<file path="src/rtl/pbs_pkg.sv">
// Shared definitions for the battle datapath slice.
// Holds the datapath state encoding, default widths/limits, and the
// damage shift applied to the raw power*attack product.
package pbs_pkg;

  typedef enum logic [1:0] {
    ST_IDLE,
    ST_MUL,
    ST_APPLY,
    ST_DONE
  } dp_state_t;

  localparam int unsigned HP_W_DEF   = 8;
  localparam int unsigned MAX_HP_DEF = 100;
  localparam int unsigned PWR_W_DEF  = 6;
  localparam int unsigned ATK_W_DEF  = 4;

  // Damage = product >> DMG_SHIFT
  localparam int unsigned DMG_SHIFT  = 2;

endpackage

</file>
<file path="src/rtl/battle_datapath_if.sv">
// Command/status bundle between the battle control FSM (master) and the
// battle datapath (slave).
//   commands : load_ai_hp, ai_hp_init, apply_ai_damage, apply_p_damage,
//              active_trainer, target, p_power, ai_power, p_atk, ai_atk
//   status   : p_hp, ai_hp, p_fainted, ai_fainted, busy, done, err
interface battle_datapath_if
  import pbs_pkg::*;
#(
  parameter int unsigned HP_W  = HP_W_DEF,
  parameter int unsigned PWR_W = PWR_W_DEF,
  parameter int unsigned ATK_W = ATK_W_DEF
);
  logic             load_ai_hp;
  logic [HP_W-1:0]  ai_hp_init;
  logic             apply_ai_damage;
  logic             apply_p_damage;
  logic             active_trainer;
  logic             target;
  logic [PWR_W-1:0] p_power;
  logic [PWR_W-1:0] ai_power;
  logic [ATK_W-1:0] p_atk;
  logic [ATK_W-1:0] ai_atk;

  logic [HP_W-1:0]  p_hp;
  logic [HP_W-1:0]  ai_hp;
  logic             p_fainted;
  logic             ai_fainted;
  logic             busy;
  logic             done;
  logic             err;

  modport master (
    output load_ai_hp, ai_hp_init, apply_ai_damage, apply_p_damage,
           active_trainer, target, p_power, ai_power, p_atk, ai_atk,
    input  p_hp, ai_hp, p_fainted, ai_fainted, busy, done, err
  );

  modport slave (
    input  load_ai_hp, ai_hp_init, apply_ai_damage, apply_p_damage,
           active_trainer, target, p_power, ai_power, p_atk, ai_atk,
    output p_hp, ai_hp, p_fainted, ai_fainted, busy, done, err
  );
endinterface

</file>
<file path="src/rtl/battle_datapath_mul.sv">
// shift_add_mul: unsigned shift-add multiplier taking exactly B_W cycles.
// Ports:
//   clk, reset  : clock, synchronous active-high reset
//   i_start     : load operands (ignored while running)
//   i_a, i_b    : multiplicand / multiplier
//   o_last      : high during the final step; o_product is valid from the
//                 following edge until the next start
//   o_product   : A_W+B_W bit result
module shift_add_mul #(
  parameter int unsigned A_W = 6,
  parameter int unsigned B_W = 4
) (
  input  logic               clk,
  input  logic               reset,
  input  logic               i_start,
  input  logic [A_W-1:0]     i_a,
  input  logic [B_W-1:0]     i_b,
  output logic               o_last,
  output logic [A_W+B_W-1:0] o_product
);
  localparam int unsigned P_W = A_W + B_W;
  localparam int unsigned CW  = (B_W > 1) ? $clog2(B_W) : 1;

  logic           r_busy;
  logic [CW-1:0]  r_cnt;
  logic [P_W-1:0] r_mcand;
  logic [B_W-1:0] r_mplier;
  logic [P_W-1:0] r_acc;

  assign o_last    = r_busy && (r_cnt == CW'(B_W - 1));
  assign o_product = r_acc;

  always_ff @(posedge clk) begin
    if (reset) begin
      r_busy   <= 1'b0;
      r_cnt    <= '0;
      r_mcand  <= '0;
      r_mplier <= '0;
      r_acc    <= '0;
    end else if (i_start && !r_busy) begin
      r_busy   <= 1'b1;
      r_cnt    <= '0;
      r_mcand  <= P_W'(i_a);
      r_mplier <= i_b;
      r_acc    <= '0;
    end else if (r_busy) begin
      if (r_mplier[0]) begin
        r_acc <= r_acc + r_mcand;
      end
      r_mcand  <= r_mcand << 1;
      r_mplier <= r_mplier >> 1;
      r_cnt    <= r_cnt + 1'b1;
      if (o_last) begin
        r_busy <= 1'b0;
      end
    end
  end
endmodule

</file>
<file path="src/rtl/battle_datapath.sv">
// battle_datapath: owns both HP registers and executes the battle FSM's
// level commands on their rising edges.
// Ports:
//   clk, reset : clock, synchronous active-high reset
//   bus        : battle_datapath_if slave (commands in, HP/fainted/busy/
//                done/err out)
// Flow: IDLE -(valid apply edge)-> MUL (ATK_W cycles) -> APPLY -> DONE.
// A load edge is executed directly from IDLE. Rejected commands pulse err
// one cycle later with no state change.
module battle_datapath
  import pbs_pkg::*;
#(
  parameter int unsigned HP_W   = HP_W_DEF,
  parameter int unsigned MAX_HP = MAX_HP_DEF,
  parameter int unsigned PWR_W  = PWR_W_DEF,
  parameter int unsigned ATK_W  = ATK_W_DEF
) (
  input logic              clk,
  input logic              reset,
  battle_datapath_if.slave bus
);
  localparam int unsigned PROD_W = PWR_W + ATK_W;
  localparam int unsigned XW     = (PROD_W > HP_W) ? PROD_W : HP_W;
  localparam logic [HP_W-1:0] HP_MAX_L = HP_W'(MAX_HP);

  dp_state_t r_state, w_state_d;

  logic r_load_q, r_aid_q, r_pd_q;
  logic w_load_e, w_aid_e, w_pd_e, w_any_e;
  logic w_qual_ok;

  logic w_start, w_load_do, w_apply, w_err;
  logic r_err, r_tgt;

  logic [PWR_W-1:0]  w_mul_a;
  logic [ATK_W-1:0]  w_mul_b;
  logic              w_mul_last;
  logic [PROD_W-1:0] w_prod;

  logic [XW-1:0]   w_prod_x;
  logic [XW-1:0]   w_sat_lim;
  logic [HP_W-1:0] w_dmg, w_cur_hp, w_new_hp, w_load_val;
  logic [HP_W-1:0] r_p_hp, r_ai_hp;

  // Edge detection runs every cycle, so edges seen while busy are consumed.
  assign w_load_e = bus.load_ai_hp      & ~r_load_q;
  assign w_aid_e  = bus.apply_ai_damage & ~r_aid_q;
  assign w_pd_e   = bus.apply_p_damage  & ~r_pd_q;
  assign w_any_e  = w_load_e | w_aid_e | w_pd_e;

  assign w_qual_ok = w_aid_e ? (~bus.active_trainer &  bus.target)
                             : ( bus.active_trainer & ~bus.target);

  assign w_mul_a = bus.active_trainer ? bus.ai_power : bus.p_power;
  assign w_mul_b = bus.active_trainer ? bus.ai_atk   : bus.p_atk;

  shift_add_mul #(
    .A_W(PWR_W),
    .B_W(ATK_W)
  ) u_mul (
    .clk       (clk),
    .reset     (reset),
    .i_start   (w_start),
    .i_a       (w_mul_a),
    .i_b       (w_mul_b),
    .o_last    (w_mul_last),
    .o_product (w_prod)
  );

  // Damage saturates at all-ones of HP_W, then saturating subtract.
  assign w_prod_x   = XW'(w_prod) >> DMG_SHIFT;
  assign w_sat_lim  = XW'({HP_W{1'b1}});
  assign w_dmg      = (w_prod_x > w_sat_lim) ? '1 : w_prod_x[HP_W-1:0];
  assign w_cur_hp   = r_tgt ? r_ai_hp : r_p_hp;
  assign w_new_hp   = (w_cur_hp > w_dmg) ? (w_cur_hp - w_dmg) : '0;
  assign w_load_val = (bus.ai_hp_init > HP_MAX_L) ? HP_MAX_L : bus.ai_hp_init;

  always_ff @(posedge clk) begin
    if (reset) begin
      r_state  <= ST_IDLE;
      r_load_q <= 1'b0;
      r_aid_q  <= 1'b0;
      r_pd_q   <= 1'b0;
      r_err    <= 1'b0;
      r_tgt    <= 1'b0;
    end else begin
      r_state  <= w_state_d;
      r_load_q <= bus.load_ai_hp;
      r_aid_q  <= bus.apply_ai_damage;
      r_pd_q   <= bus.apply_p_damage;
      r_err    <= w_err;
      if (w_start) begin
        r_tgt <= bus.target;
      end
    end
  end

  always_comb begin
    w_state_d = r_state;
    w_start   = 1'b0;
    w_load_do = 1'b0;
    w_apply   = 1'b0;
    w_err     = 1'b0;
    unique case (r_state)
      ST_IDLE: begin
        if (w_load_e) begin
          // Load wins; a simultaneous apply is dropped and flagged.
          w_load_do = 1'b1;
          w_err     = w_aid_e | w_pd_e;
        end else if (w_aid_e && w_pd_e) begin
          w_err = 1'b1;
        end else if (w_aid_e || w_pd_e) begin
          if (w_qual_ok) begin
            w_start   = 1'b1;
            w_state_d = ST_MUL;
          end else begin
            w_err = 1'b1;
          end
        end
      end
      ST_MUL: begin
        w_err = w_any_e;
        if (w_mul_last) begin
          w_state_d = ST_APPLY;
        end
      end
      ST_APPLY: begin
        w_err     = w_any_e;
        w_apply   = 1'b1;
        w_state_d = ST_DONE;
      end
      ST_DONE: begin
        w_err     = w_any_e;
        w_state_d = ST_IDLE;
      end
      default: w_state_d = ST_IDLE;
    endcase
  end

  always_ff @(posedge clk) begin
    if (reset) begin
      r_p_hp  <= HP_MAX_L;
      r_ai_hp <= HP_MAX_L;
    end else begin
      if (w_load_do) begin
        r_ai_hp <= w_load_val;
      end
      if (w_apply) begin
        if (r_tgt) begin
          r_ai_hp <= w_new_hp;
        end else begin
          r_p_hp <= w_new_hp;
        end
      end
    end
  end

  assign bus.p_hp       = r_p_hp;
  assign bus.ai_hp      = r_ai_hp;
  assign bus.p_fainted  = (r_p_hp == '0);
  assign bus.ai_fainted = (r_ai_hp == '0);
  assign bus.busy       = (r_state == ST_MUL) || (r_state == ST_APPLY);
  assign bus.done       = (r_state == ST_DONE);
  assign bus.err        = r_err;
endmodule
</file>
<file path="src/flat_wrapper.sv">
// flat-port wrapper written by rule: the top's interface ports become plain ports
module battle_datapath_flat import pbs_pkg::*;
#(
  parameter int unsigned HP_W   = HP_W_DEF,
  parameter int unsigned MAX_HP = MAX_HP_DEF,
  parameter int unsigned PWR_W  = PWR_W_DEF,
  parameter int unsigned ATK_W  = ATK_W_DEF
)
  (clk, reset, bus_load_ai_hp, bus_ai_hp_init, bus_apply_ai_damage, bus_apply_p_damage, bus_active_trainer, bus_target, bus_p_power, bus_ai_power, bus_p_atk, bus_ai_atk, bus_p_hp, bus_ai_hp, bus_p_fainted, bus_ai_fainted, bus_busy, bus_done, bus_err);
  battle_datapath_if #(.HP_W(HP_W), .PWR_W(PWR_W), .ATK_W(ATK_W)) bus_i ();
  input logic clk;
  input logic reset;
  input wire logic [$bits(bus_i.load_ai_hp)-1:0] bus_load_ai_hp;
  input wire logic [$bits(bus_i.ai_hp_init)-1:0] bus_ai_hp_init;
  input wire logic [$bits(bus_i.apply_ai_damage)-1:0] bus_apply_ai_damage;
  input wire logic [$bits(bus_i.apply_p_damage)-1:0] bus_apply_p_damage;
  input wire logic [$bits(bus_i.active_trainer)-1:0] bus_active_trainer;
  input wire logic [$bits(bus_i.target)-1:0] bus_target;
  input wire logic [$bits(bus_i.p_power)-1:0] bus_p_power;
  input wire logic [$bits(bus_i.ai_power)-1:0] bus_ai_power;
  input wire logic [$bits(bus_i.p_atk)-1:0] bus_p_atk;
  input wire logic [$bits(bus_i.ai_atk)-1:0] bus_ai_atk;
  output wire logic [$bits(bus_i.p_hp)-1:0] bus_p_hp;
  output wire logic [$bits(bus_i.ai_hp)-1:0] bus_ai_hp;
  output wire logic [$bits(bus_i.p_fainted)-1:0] bus_p_fainted;
  output wire logic [$bits(bus_i.ai_fainted)-1:0] bus_ai_fainted;
  output wire logic [$bits(bus_i.busy)-1:0] bus_busy;
  output wire logic [$bits(bus_i.done)-1:0] bus_done;
  output wire logic [$bits(bus_i.err)-1:0] bus_err;
  assign bus_i.load_ai_hp = bus_load_ai_hp;
  assign bus_i.ai_hp_init = bus_ai_hp_init;
  assign bus_i.apply_ai_damage = bus_apply_ai_damage;
  assign bus_i.apply_p_damage = bus_apply_p_damage;
  assign bus_i.active_trainer = bus_active_trainer;
  assign bus_i.target = bus_target;
  assign bus_i.p_power = bus_p_power;
  assign bus_i.ai_power = bus_ai_power;
  assign bus_i.p_atk = bus_p_atk;
  assign bus_i.ai_atk = bus_ai_atk;
  assign bus_p_hp = bus_i.p_hp;
  assign bus_ai_hp = bus_i.ai_hp;
  assign bus_p_fainted = bus_i.p_fainted;
  assign bus_ai_fainted = bus_i.ai_fainted;
  assign bus_busy = bus_i.busy;
  assign bus_done = bus_i.done;
  assign bus_err = bus_i.err;
  battle_datapath #(.HP_W(HP_W), .MAX_HP(MAX_HP), .PWR_W(PWR_W), .ATK_W(ATK_W)) u_core (.clk(clk), .reset(reset), .bus(bus_i));
endmodule
</file>
<file path="config.mk">
export PLATFORM = sky130hd
export DESIGN_NAME = battle_datapath_flat
export DESIGN_NICKNAME = d
export VERILOG_FILES = /design/src/rtl/pbs_pkg.sv /design/src/rtl/battle_datapath_if.sv /design/src/rtl/battle_datapath_mul.sv /design/src/rtl/battle_datapath.sv /design/src/flat_wrapper.sv
export SDC_FILE = /design/constraint.sdc
export NUM_CORES = 1
export LEC_CHECK = 0
export ABC_CLOCK_PERIOD_IN_PS = 6600
export CAP_MARGIN = 10
export CORE_MARGIN = 4
export CORE_UTILIZATION = 48
export CTS_BUF_LIST = sky130_fd_sc_hd__clkbuf_4 sky130_fd_sc_hd__clkbuf_8
export CTS_CLUSTER_DIAMETER = 100
export DETAILED_ROUTE_END_ITERATION = 10
export PLACE_DENSITY = 0.74
export SLEW_MARGIN = 30
export SYNTH_ARGS = -nofsm -noshare
export SYNTH_HDL_FRONTEND = slang
export SYNTH_SLANG_ARGS = --single-unit
</file>
<file path="constraint.sdc">
create_clock -name clk -period 6.6 [get_ports clk]
set_input_delay 0.99 -clock clk [delete_from_list [all_inputs] [get_ports clk]]
set_output_delay 0.99 -clock clk [all_outputs]
set_load 0.05 [all_outputs]
</file>
==> results by stage, run 1 <==
Clock network:
- Clock-pin slew was measured on the worst setup and hold paths at 0.10 ns.
- The CTS buffer count is 5.
- The number of gates resized after CTS was 0.
- TritonCTS built the clock tree.
- For this design, the sink count on the clock tree is 50.
- The deepest clock path buffer count is 2.
- The H-tree depth is 2.
- The root buffer cell is sky130_fd_sc_hd__clkbuf_8.
- The insertion delay to the later sink of the worst-skew pair is 0.30 ns.
- The setup fix buffers added after clock tree synthesis is 0.
- Buffers inserted to repair hold after CTS numbered 0.

STA:
- Setup repair after global routing left no endpoint under its margin.
- The worst hold slack is 0.467 ns.
- The count of pins over their slew limit is 0.
- The maximum clock frequency is 319 MHz.
- The minimum setup slack in the final design is 3.47 ns.
- The hold violation count in the final report is 0.
- The routed design could run at a clock period as short as 3.13 ns.
- The worst relative slew slack is 39.8%.
- The summed negative setup slack over all endpoints is 0 ns.
- For the pin with the worst max-slew slack, the measured transition is 0.902 ns.
- The setup skew after layout is 0.00420 ns.
- The worst path uses 47.4% of the clock period.
- Setup violations remaining at the end of the flow were counted as 0.

Drt:
- The initial DRC count is 104.
- The first detailed-routing pass ran for 4 iterations.
- The routed wire length is 6.93 mm.
- After detailed routing, the number of remaining DRC violations is 0.
- The number of vias per cell is 5.59.
- Once detail routing completed, the nets flagged for antenna violations numbered 0.
- The detailed-route wire length per cell is 14.4 µm.
- The routed via count is 2,687.

Synth:
- The count of flip-flops with a built-in enable after synthesis is 0.
- The area share of the largest cell type after synthesis is 32.4%.
- The dominant combinational cell family by area after synthesis is simple AND/OR/NAND/NOR gates.
- Of all flip-flops after synthesis, the portion carrying an async set or reset was 0%.
- The area share of xor/xnor cells in the synthesized design is 2.84%.
- By count the netlist is led by sky130_fd_sc_hd__dfxtp_1, sky130_fd_sc_hd__nor2_1, sky130_fd_sc_hd__nand2_1, sky130_fd_sc_hd__ha_1, sky130_fd_sc_hd__inv_1.
- The most instantiated library cell after synthesis is sky130_fd_sc_hd__dfxtp_1.
- The average instance in the mapped netlist occupies 8.65 µm².
- Yosys printed 0 warnings.
- In this run, distinct cell masters in the synthesized netlist total 57.
- The prevailing post-synth register cell is sky130_fd_sc_hd__dfxtp_1.
- After synthesis the netlist holds a flip-flop and latch count of 50.
- sky130_fd_sc_hd__dfxtp_1 takes more of the synthesized area than any other cell.
- The sequential fraction of the synthesis area is 32.4%.
- The post-synthesis instance total is 357.
- After synthesis the cells add up to 0.00309 mm².
- After synthesis, the cell types taking the most area are sky130_fd_sc_hd__dfxtp_1, sky130_fd_sc_hd__ha_1, sky130_fd_sc_hd__nor2_1.
- The synthesized-area fraction occupied by ao, oa, aoi and oai cells is 21.5%.
- The share of cell area taken by muxes after synthesis is 6.16%.
- Summing the areas of all and, or, nand and nor instances in the mapped netlist gives 21.8% of the synthesized area.
- The number of nets in the synthesized netlist is 417.
- The adder and majority cell fraction of the synthesized area is 10.6%.

Final layout:
- The growth of design area from synthesis to finish is 21.7%.
- The share of cells above drive strength 1 is 7.88%.
- The final core area utilization is 61.7%.
- The final net count is 465.
- The area of the multi-input gates is 0.00194 mm².
- Summing all flip-flop and latch instances after layout gives 0.00100 mm².
- The filler cells instantiated in the layout total 555.
- The count of antenna diodes in the layout is 0.

Critical path:
- The signal arrival time at the worst endpoint is 2.14 ns.
- The worst setup path is captured at an output port.
- The depth of the worst register-to-register path is 9.
- STA puts the critical path data required time at 5.61 ns.
- The element type at the critical path start is a register.
- Of all nets on the critical path, the largest fanout is 4.
- The class of the most critical setup path is register to output port.

Power:
- The leakage power figure is 1.36 nW.
- The combinational group share of total power is 30.5%.
- The power density normalized to cell area is 200 mW/mm².
- The overall power is 0.000753 W.
- Of the total power, the share spent switching nets is 34.6%.
- For this design the total switching power over the nets is 0.000260 W.
- The portion of total power attributed to the clock network is 24.2%.
- The internal power summed over all cells is 0.000492 W.
- VDD sags by at most 0.000159 V.
- The proportion of power drawn by flip-flops and latches is 45.3%.

Place:
- The number of buffers inserted by port buffering is 55.
- Detailed placement finished with a half-perimeter wire length of 5.28 mm.
- At the placement stage, the worst setup path has a slack of 3.23 ns.
- The final RePlAce weighted congestion is 0.805.

Run status:
- The run finished with clean final reports.

Global routing:
- Entering global routing, the biggest net connects 33 pins.
- The total congestion overflow after global routing is 0.
- The global-route wire length before repair is 11.9 mm.
- The via count of the first global-routing pass was 2,656.
- The initial antenna violation count was 0.
- Global routing used 18.9% of the available tracks across all layers.

Flow run:
- The number of max-cap violations is 0.

Hold path:
- The kind of path behind the tightest hold check is register to register.
- The count of cells along the worst hold path is 2.

Floorplanning:
- The initialized floorplan defines 28 standard-cell rows.
- The floorplan step set the die height to 88.2 µm.
- The effective utilization at floorplan is 50.7%.
- The die covers 0.00778 mm².
- The die boundary width is 88.2 µm.
- In this run the count of I/O pins placed on the die edge is 56.
- The core footprint is 0.00610 mm².
## critical path: stages, from the launching register on
cell and delay, ns:
sky130_fd_sc_hd__dfxtp_1 0.35, sky130_fd_sc_hd__or4_1 0.56, sky130_fd_sc_hd__nor2_1 0.12, sky130_fd_sc_hd__clkdlybuf4s50_1 0.81
## power groups by stage
stage	Sequential (W)	Combinational [W]	Clock (W)
final	0.000341	0.000229	0.000182
after global routing	0.000344	0.000253	0.000199
after CTS	0.000341	0.000230	0.000186
after detailed placement	0.000348	0.000229	0
after global placement	0.000348	0.000226	0
after floorplan	0.000369	0.000140	0
## per-stage QoR
step	cells	cell area [µm²]
6_report	481	3760
4_1_cts	481	3760
5_1_grt	481	3760
2_1_floorplan	357	3090
3_5_place_dp	473	3670
3_3_place_gp	473	3670
## layer usage
metal / global-route usage, % / wire (µm)
met1: 25.1 / 3250
met2: 31.8 / 3300
met3: 3.26 / 305
met4: 4.95 / 74
met5: 0 / 0
## cells in the final DEF (no fill, tap or decap), types with 3 or more instances in the layout
| cell type | instances |
|---|---|
| sky130_fd_sc_hd__a21o_1 | 5 |
| sky130_fd_sc_hd__clkdlybuf4s50_1 | 55 |
| sky130_fd_sc_hd__nor2b_1 | 17 |
| sky130_fd_sc_hd__o21ai_0 | 10 |
| sky130_fd_sc_hd__xor2_1 | 4 |
| sky130_fd_sc_hd__o32ai_1 | 8 |
| sky130_fd_sc_hd__inv_1 | 18 |
| sky130_fd_sc_hd__nand2_1 | 31 |
| sky130_fd_sc_hd__a31oi_1 | 4 |
| sky130_fd_sc_hd__mux2i_1 | 10 |
| sky130_fd_sc_hd__or4_1 | 5 |
| sky130_fd_sc_hd__clkbuf_8 | 5 |
| sky130_fd_sc_hd__a21oi_1 | 17 |
| sky130_fd_sc_hd__a22oi_1 | 8 |
| sky130_fd_sc_hd__nand3_1 | 7 |
| sky130_fd_sc_hd__nand4_1 | 3 |
| sky130_fd_sc_hd__nor3_1 | 3 |
| sky130_fd_sc_hd__mux2_2 | 8 |
| sky130_fd_sc_hd__ha_1 | 23 |
| sky130_fd_sc_hd__a221o_1 | 6 |
| sky130_fd_sc_hd__xnor2_1 | 6 |
| sky130_fd_sc_hd__nor2_1 | 41 |
| sky130_fd_sc_hd__dfxtp_1 | 50 |
| sky130_fd_sc_hd__nand2b_1 | 5 |
| sky130_fd_sc_hd__a211oi_1 | 14 |
## flip-flops by register name (all words and copies together), names as in the netlist
signal,flops
u_core.u_mul.o_product,10
u_core.r_tgt,1
u_core.u_mul.r_busy,1
u_core.u_mul.r_mcand,10
u_core.u_mul.r_mplier,4
u_core.bus.err,1
u_core.u_mul.r_cnt,2
u_core.r_load_q,1
u_core.r_pd_q,1
u_core.bus.ai_hp,8
u_core.r_aid_q,1
u_core.bus.p_hp,8
u_core.r_state,2
## cells by family (layout without fill, tap and decap cells)
family,after synthesis,in the layout
and+or+nand+nor,128,128
AOI/OAI and AO/OA,92,92
DFF,50,50
buffers and inverters,34,83
adders and majority gates,25,25
muxes,18,18
xor gates and xnor gates,10,10
## layout make-up
cell class	instances	share of cell area, %
clock inverters	3	0.566
repair buffers	56	14.8
inverters	19	1.90
well taps	75	2.50
multi-input cells	273	51.7
flip-flops and latches	50	26.6
clock buffers	5	1.83
## final timing paths
check                                               start                         to  slack [ns]
worst max-delay path                  u_core.bus.ai_hp[6]             bus_ai_fainted        3.47
worst min-delay path            u_core.u_mul.o_product[0]  u_core.u_mul.o_product[0]        0.47
worst max register to register               u_core.r_tgt        u_core.bus.ai_hp[5]        3.82
worst min register to register  u_core.u_mul.o_product[0]  u_core.u_mul.o_product[0]        0.47
Note: power is estimated with default switching activity, not from simulation.
==> run 2: changes to the inputs <==
ABC_CLOCK_PERIOD_IN_PS = 2700   (was 6600)
PLACE_DENSITY = 0.77   (was 0.74)
clock period = 2.7 ns   (was 6.6 ns; I/O delays follow)
==> results by stage, run 2 (synthesis gave the netlist of run 1 again) <==
Critical path:
- The critical path required time was 2.30 ns (-3.31 ns).
- The worst setup path is captured at an output port.
- The end of the worst register-to-register path is u_core.bus.ai_hp[5].
- The biggest fanout along the worst timing path is 4 (unchanged).
- The slack of the worst reg-to-reg path is 0.22 ns (-3.60 ns).
- The worst register-to-register path begins at u_core.r_tgt.
- The critical path launch point is u_core.bus.p_hp[0].
- The element type at the critical path start is a register.
- The depth of the worst register-to-register path came to 7 (-2).
- The signal arrival time at the worst endpoint is 2.12 ns (-0.02 ns).
- The critical path is of the register to output port type.

Hold path:
- The endpoint of the worst hold-timing path is u_core.u_mul.o_product[0].
- The startpoint of the lowest-slack hold path is u_core.u_mul.o_product[0].
- The kind of path behind the tightest hold check is register to register.
- The count of cells along the worst hold path came to 2 (unchanged).

Final layout:
- The count of antenna diodes in the layout is 0 (unchanged).
- The top cell types in the final layout, fill and taps aside, are sky130_fd_sc_hd__clkdlybuf4s50_1, sky130_fd_sc_hd__dfxtp_1, sky130_fd_sc_hd__nor2_1.
- From synthesis to final layout, the design area changed by 23.7%.
- Leaving out fill and tap cells, the most frequent cell in the layout is sky130_fd_sc_hd__clkdlybuf4s50_1.
- The share of cells above drive strength 1 is 9.69% (+1.8 points).
- The final net count came to 472 (+1.5%).

Power:
- The power density normalized to cell area was 491 mW/mm² (+150%).
- The worst-case vdd ir drop is 0.000375 V (+140%).
- The leakage power figure is 1.40 nW (+3.2%).

Drt:
- The DRC violation count after routing came to 0 (unchanged).
- The number of optimization iterations in the first detailed-route pass is 4 (unchanged).
- The routed wire length is 6.99 mm (+0.92%).
- The number of vias per cell is 5.57 (-0.30%).
- The detailed-route wire length per cell is 14.3 µm (-0.52%).
- The count of nets left with antenna violations after detail routing was 0 (unchanged).
- The routed via count was 2,718 (+1.2%).
- The initial DRC count is 140 (+35%).

Global routing:
- The initial antenna violation count is 0 (unchanged).
- The total congestion overflow after global routing came to 0 (unchanged).
- The global-route wire length before repair is 11.8 mm (-0.64%).
- The aggregate global-route resource usage came to 18.8% (-0.047 points).
- The pin count of the biggest net entering global routing is 20 (-39%).
- The via count of the first global-routing pass is 2,615 (-1.5%).

Floorplanning:
- The effective utilization at floorplan was 50.7% (unchanged).
- The core footprint came to 0.00610 mm² (unchanged).
- The number of ports placed on the die boundary came to 56 (unchanged).
- The area of the die is 0.00778 mm² (unchanged).
- The total number of placement rows was 28 (unchanged).
- The height of the die is 88.2 µm (unchanged).
- The die boundary width is 88.2 µm (unchanged).

STA:
- The hold violation count in the final report was 0 (unchanged).
- The setup skew after layout came to 0.0132 ns (+0.00903 ns).
- The worst path uses 93.6% of the clock period.
- The maximum clock frequency is 396 MHz.
- The final setup violation count is 0 (unchanged).
- The minimum clock period after layout is 2.53 ns.
- The transition time of the tightest slew-check pin was 0.544 ns (-0.358 ns).
- The summed negative setup slack over all endpoints is 0 ns (unchanged).
- Setup repair after global routing left no endpoint under its margin.
- The count of pins over their slew limit is 0 (unchanged).
- The worst relative slew slack was 63.7% (+24 points).
- The minimum setup slack in the final design came to 0.174 ns (-3.30 ns).

Clock network:
- The CTS sink count is 50 (unchanged).
- The clock input transition at the sequential cells of the worst setup and hold paths is 0.10 ns (about the same).
- The H-tree depth is 2 (unchanged).
- The clock tree from TritonCTS is done.
- The deepest clock path buffer count came to 2 (unchanged).
- The insertion delay to the later sink of the worst-skew pair is 0.31 ns (about the same).
- The CTS buffer count came to 5 (unchanged).
- The tree is rooted in a sky130_fd_sc_hd__clkbuf_8.
- The count of hold buffers inserted by post-cts repair is 0 (unchanged).

Run status:
- The run finished with clean final reports.

Flow run:
- The number of max-cap violations came to 0 (unchanged).

Place:
- The worst-case setup slack after placement is 0.156 ns (-3.07 ns).
- The number of buffers inserted by port buffering is 55 (unchanged).
- The final RePlAce weighted congestion is 0.863 (+7.1%).
- The HPWL after detailed placement was 5.50 mm (+4.1%).
==> run 2: repair_timing <==
action,CTS,global route
gates resized for setup,0,1
endpoints found under the hold margin,0,0
setup buffers,0,0
setup endpoints to repair,0,7
==> run 2: layer usage <==
metal | track usage [%] | share of wire (%) | vias up
li1 | - | - | 1406
met1 | 26.0 | 48 | 1249
met2 | 30.9 | 48 | 57
met3 | 2.79 | 3.4 | 6
met4 | 4.95 | 0.99 | 0
met5 | 0 | 0 | -
==> run 2: worst max path at each step <==
stage                                     end  cells past startpoint  slack, ns
after global routing      u_core.bus.ai_hp[5]                      9       0.04
after detailed placement  u_core.bus.ai_hp[5]                      7       0.16
after global placement    u_core.bus.ai_hp[5]                      7       0.23
after floorplan           u_core.bus.ai_hp[5]                      8       0.25
final                           bus_p_fainted                      3       0.17
after CTS                 u_core.bus.ai_hp[5]                      7       0.12
==> run 2: where the power goes <==
part / leakage [nW] / internal (W) / switching, W / total [W]
Sequential: 0.406 / 0.000784 / 0.0000431 / 0.000827
Combinational: 0.947 / 0.000244 / 0.000333 / 0.000576
Clock: 0.0514 / 0.000212 / 0.000261 / 0.000473
Total: 1.40 / 0.00124 / 0.000637 / 0.00188
==> run 2: stage by stage <==
step	utilization [%]	power [W]	instances	instance area, µm²	hold WS (ns)
after global routing	62.7	0.00197	488	3820	0.486
final	62.7	0.00188	488	3820	0.473
after global placement	61.0	0.00141	480	3720	0.448
after floorplan	-	0.00124	357	3090	0.440
after detailed placement	61.0	0.00142	480	3720	0.455
after CTS	62.7	0.00188	488	3820	0.471
==> run 2: area by class of cell <==
class	count	area, µm²
clock buffer	6	82.6
timing repair buffer	63	611
clock inverter	2	17.5
fill	561	2270
multi-input combinational	273	1940
tap	75	93.8
sequential	50	1000
inverter	19	71.3
==> run 2: worst max-delay path: stages, from the launching register on <==
cell and delay (ns):
sky130_fd_sc_hd__dfxtp_1 0.35, sky130_fd_sc_hd__or4_1 0.57, sky130_fd_sc_hd__nor2_1 0.10, sky130_fd_sc_hd__clkdlybuf4s50_1 0.80
==> run 3: changes to the inputs <==
CTS_CLUSTER_DIAMETER = not set   (was 100)
CTS_CLUSTER_SIZE = 8   (was not set)
MAX_ROUTING_LAYER = met4   (was not set)
==> results by stage, run 3 (synthesis gave the netlist of run 1 again) <==
STA:
- The count of pins over their slew limit is 0 (unchanged).
- The hold violation count in the final report is 0 (unchanged).
- The setup skew after layout was 0.0136 ns (+0.000364 ns).
- The final setup violation count is 0 (unchanged).
- Setup repair after global routing left no endpoint under its margin.
- The worst relative slew slack came to 64.0% (+0.30 points).
- The transition time of the tightest slew-check pin is 0.540 ns (-0.00447 ns).
- The maximum clock frequency was 396 MHz (about the same).
- The ratio of final minimum period to clock period is 93.6% (about the same).
- The summed negative setup slack over all endpoints is 0 ns (unchanged).
- The minimum clock period after layout was 2.53 ns (+0.00234 ns).

Drt:
- The DRC violation count after routing came to 0 (unchanged).
- The routed via count was 2,728 (+0.37%).
- The initial DRC count is 133 (-5.0%).
- The number of optimization iterations in the first detailed-route pass is 4 (unchanged).
- The routed wire length came to 6.99 mm (about the same).
- The count of nets left with antenna violations after detail routing is 0 (unchanged).
- The detailed-route wire length per cell was 14.3 µm (about the same).
- The number of vias per cell is 5.59 (+0.37%).

Run status:
- The run finished with clean final reports.

Critical path:
- The biggest fanout along the worst timing path is 4 (unchanged).
- The signal arrival time at the worst endpoint is 2.12 ns (about the same).
- Traced cell by cell, the critical path runs through or4_1 > nor2_1 > clkdlybuf4s50_1.
- The number of buffers and inverters on the critical path came to 1 (unchanged).
- The class of the most critical setup path is register to output port.
- The slowest stage of the critical path is the sky130_fd_sc_hd__clkdlybuf4s50_1 cell.
- The family with the most delay on the worst path is buffers and inverters.
- STA classifies the critical path endpoint as an output port.
- The critical path required time was 2.30 ns (about the same).
- The element type at the critical path start is a register.
- The largest stage delay on the critical path is 0.80 ns (about the same).

Floorplanning:
- The height of the die was 88.2 µm (unchanged).
- The total number of placement rows came to 28 (unchanged).
- The area of the die is 0.00778 mm² (unchanged).
- The core footprint came to 0.00610 mm² (unchanged).
- The number of ports placed on the die boundary is 56 (unchanged).
- The die boundary width is 88.2 µm (unchanged).
- The effective utilization at floorplan was 50.7% (unchanged).

Final layout:
- The growth of design area from synthesis to finish was 23.7% (unchanged).
- The count of antenna diodes in the layout is 0 (unchanged).
- The share of cells above drive strength 1 was 9.69% (unchanged).
- The most common library cell in the layout ignoring fill and taps is sky130_fd_sc_hd__clkdlybuf4s50_1.
- The final net count is 472 (unchanged).
- Leaving out fill and tap cells, the most frequent cells in the layout are sky130_fd_sc_hd__clkdlybuf4s50_1, sky130_fd_sc_hd__dfxtp_1, sky130_fd_sc_hd__nor2_1.

Clock network:
- The H-tree depth was 2 (unchanged).
- The deepest clock path buffer count came to 2 (unchanged).
- The insertion delay to the later sink of the worst-skew pair is 0.30 ns (about the same).
- The setup fix buffers added after clock tree synthesis is 0 (unchanged).
- The CTS sink count came to 50 (unchanged).
- The clock tree from TritonCTS is done.
- The root buffer cell is sky130_fd_sc_hd__clkbuf_8.
- The clock input transition at the sequential cells of the worst setup and hold paths is 0.10 ns (about the same).
- The CTS buffer count is 5 (unchanged).

Place:
- The number of buffers inserted by port buffering is 55 (unchanged).
- The HPWL after detailed placement is 5.50 mm (unchanged).
- The final RePlAce weighted congestion is 0.877 (+1.6%).

Global routing:
- The global-route wire length before repair is 11.8 mm (+0.12%).
- The via count of the first global-routing pass is 2,614 (-0.038%).
- The pin count of the biggest net entering global routing is 20 (unchanged).
- The aggregate global-route resource usage is 19.4% (+0.60 points).
- The total congestion overflow after global routing is 0 (unchanged).
- The initial antenna violation count is 0 (unchanged).

Power:
- The leakage power figure is 1.40 nW (unchanged).
- The power density normalized to cell area is 491 mW/mm² (about the same).
- The worst-case vdd ir drop is 0.000377 V (+0.49%).
- The overall power was 0.00188 W (about the same).

Hold path:
- The min-delay analysis places its worst path in the category register to register.

Flow run:
- The number of max-cap violations was 0 (unchanged).
run 3: cell counts in the layout (fill, tap and decap cells not counted):
Identical to the previous run, type by type.
run 3: path summary, 6_finish.rpt:
check | startpoint | endpoint | slack (ns) | depth (start not counted)
setup / recovery | u_core.bus.p_hp[1] | bus_p_fainted | 0.17 | 3
hold / removal | u_core.u_mul.o_product[0] | u_core.u_mul.o_product[0] | 0.47 | 2
hold reg to reg | u_core.u_mul.o_product[0] | u_core.u_mul.o_product[0] | 0.47 | 2
setup reg to reg | u_core.r_tgt | u_core.bus.ai_hp[5] | 0.22 | 7
run 3: worst min-delay path, delay by kind of cell (launching register included):
family	cells	cell delay (ns)
DFF	1	0.33
and+or+nand+nor	1	0.05
AOI/OAI and AO/OA	1	0.05
run 3: what timing repair did:
| action | 4_1_cts | 5_1_grt |
|---|---|---|
| gates resized for setup | 0 | 1 |
| hold buffers | 0 | 0 |
| endpoints found under the setup margin | 0 | 7 |
run 3: cell type report:
type	instances	area (µm²)
repair buffers	63	611
multi-input cells	273	1940
clock inverters	2	17.5
clock buffers	6	82.6
inverters	19	71.3
well taps	75	93.8
fillers	561	2270
flip-flops and latches	50	1000
run 3: routing by layer:
| layer | part of all wire [%] | GRT usage (%) |
|---|---|---|
| met5 | 0 | - |
| met4 | 1.0 | 4.95 |
| met3 | 3.3 | 2.79 |
| met2 | 48 | 30.9 |
| met1 | 48 | 26.1 |
run 3: stage by stage:
step           utilization (%)  worst slack (ns)  area, µm²  cells  hold slack, ns
2_1_floorplan                -             0.250       3090    357           0.440
3_3_place_gp              61.0             0.228       3720    480           0.448
3_5_place_dp              61.0             0.156       3720    480           0.455
4_1_cts                   62.7             0.121       3820    488           0.471
5_1_grt                   62.7            0.0408       3820    488           0.486
6_report                  62.7             0.172       3820    488           0.473
run 3: report_power, final:
group	internal, W	leakage, nW	switching [W]
clock	0.000212	0.0514	0.000260
sequential	0.000784	0.406	0.0000437
combinational	0.000244	0.947	0.000332
total	0.00124	1.40	0.000636
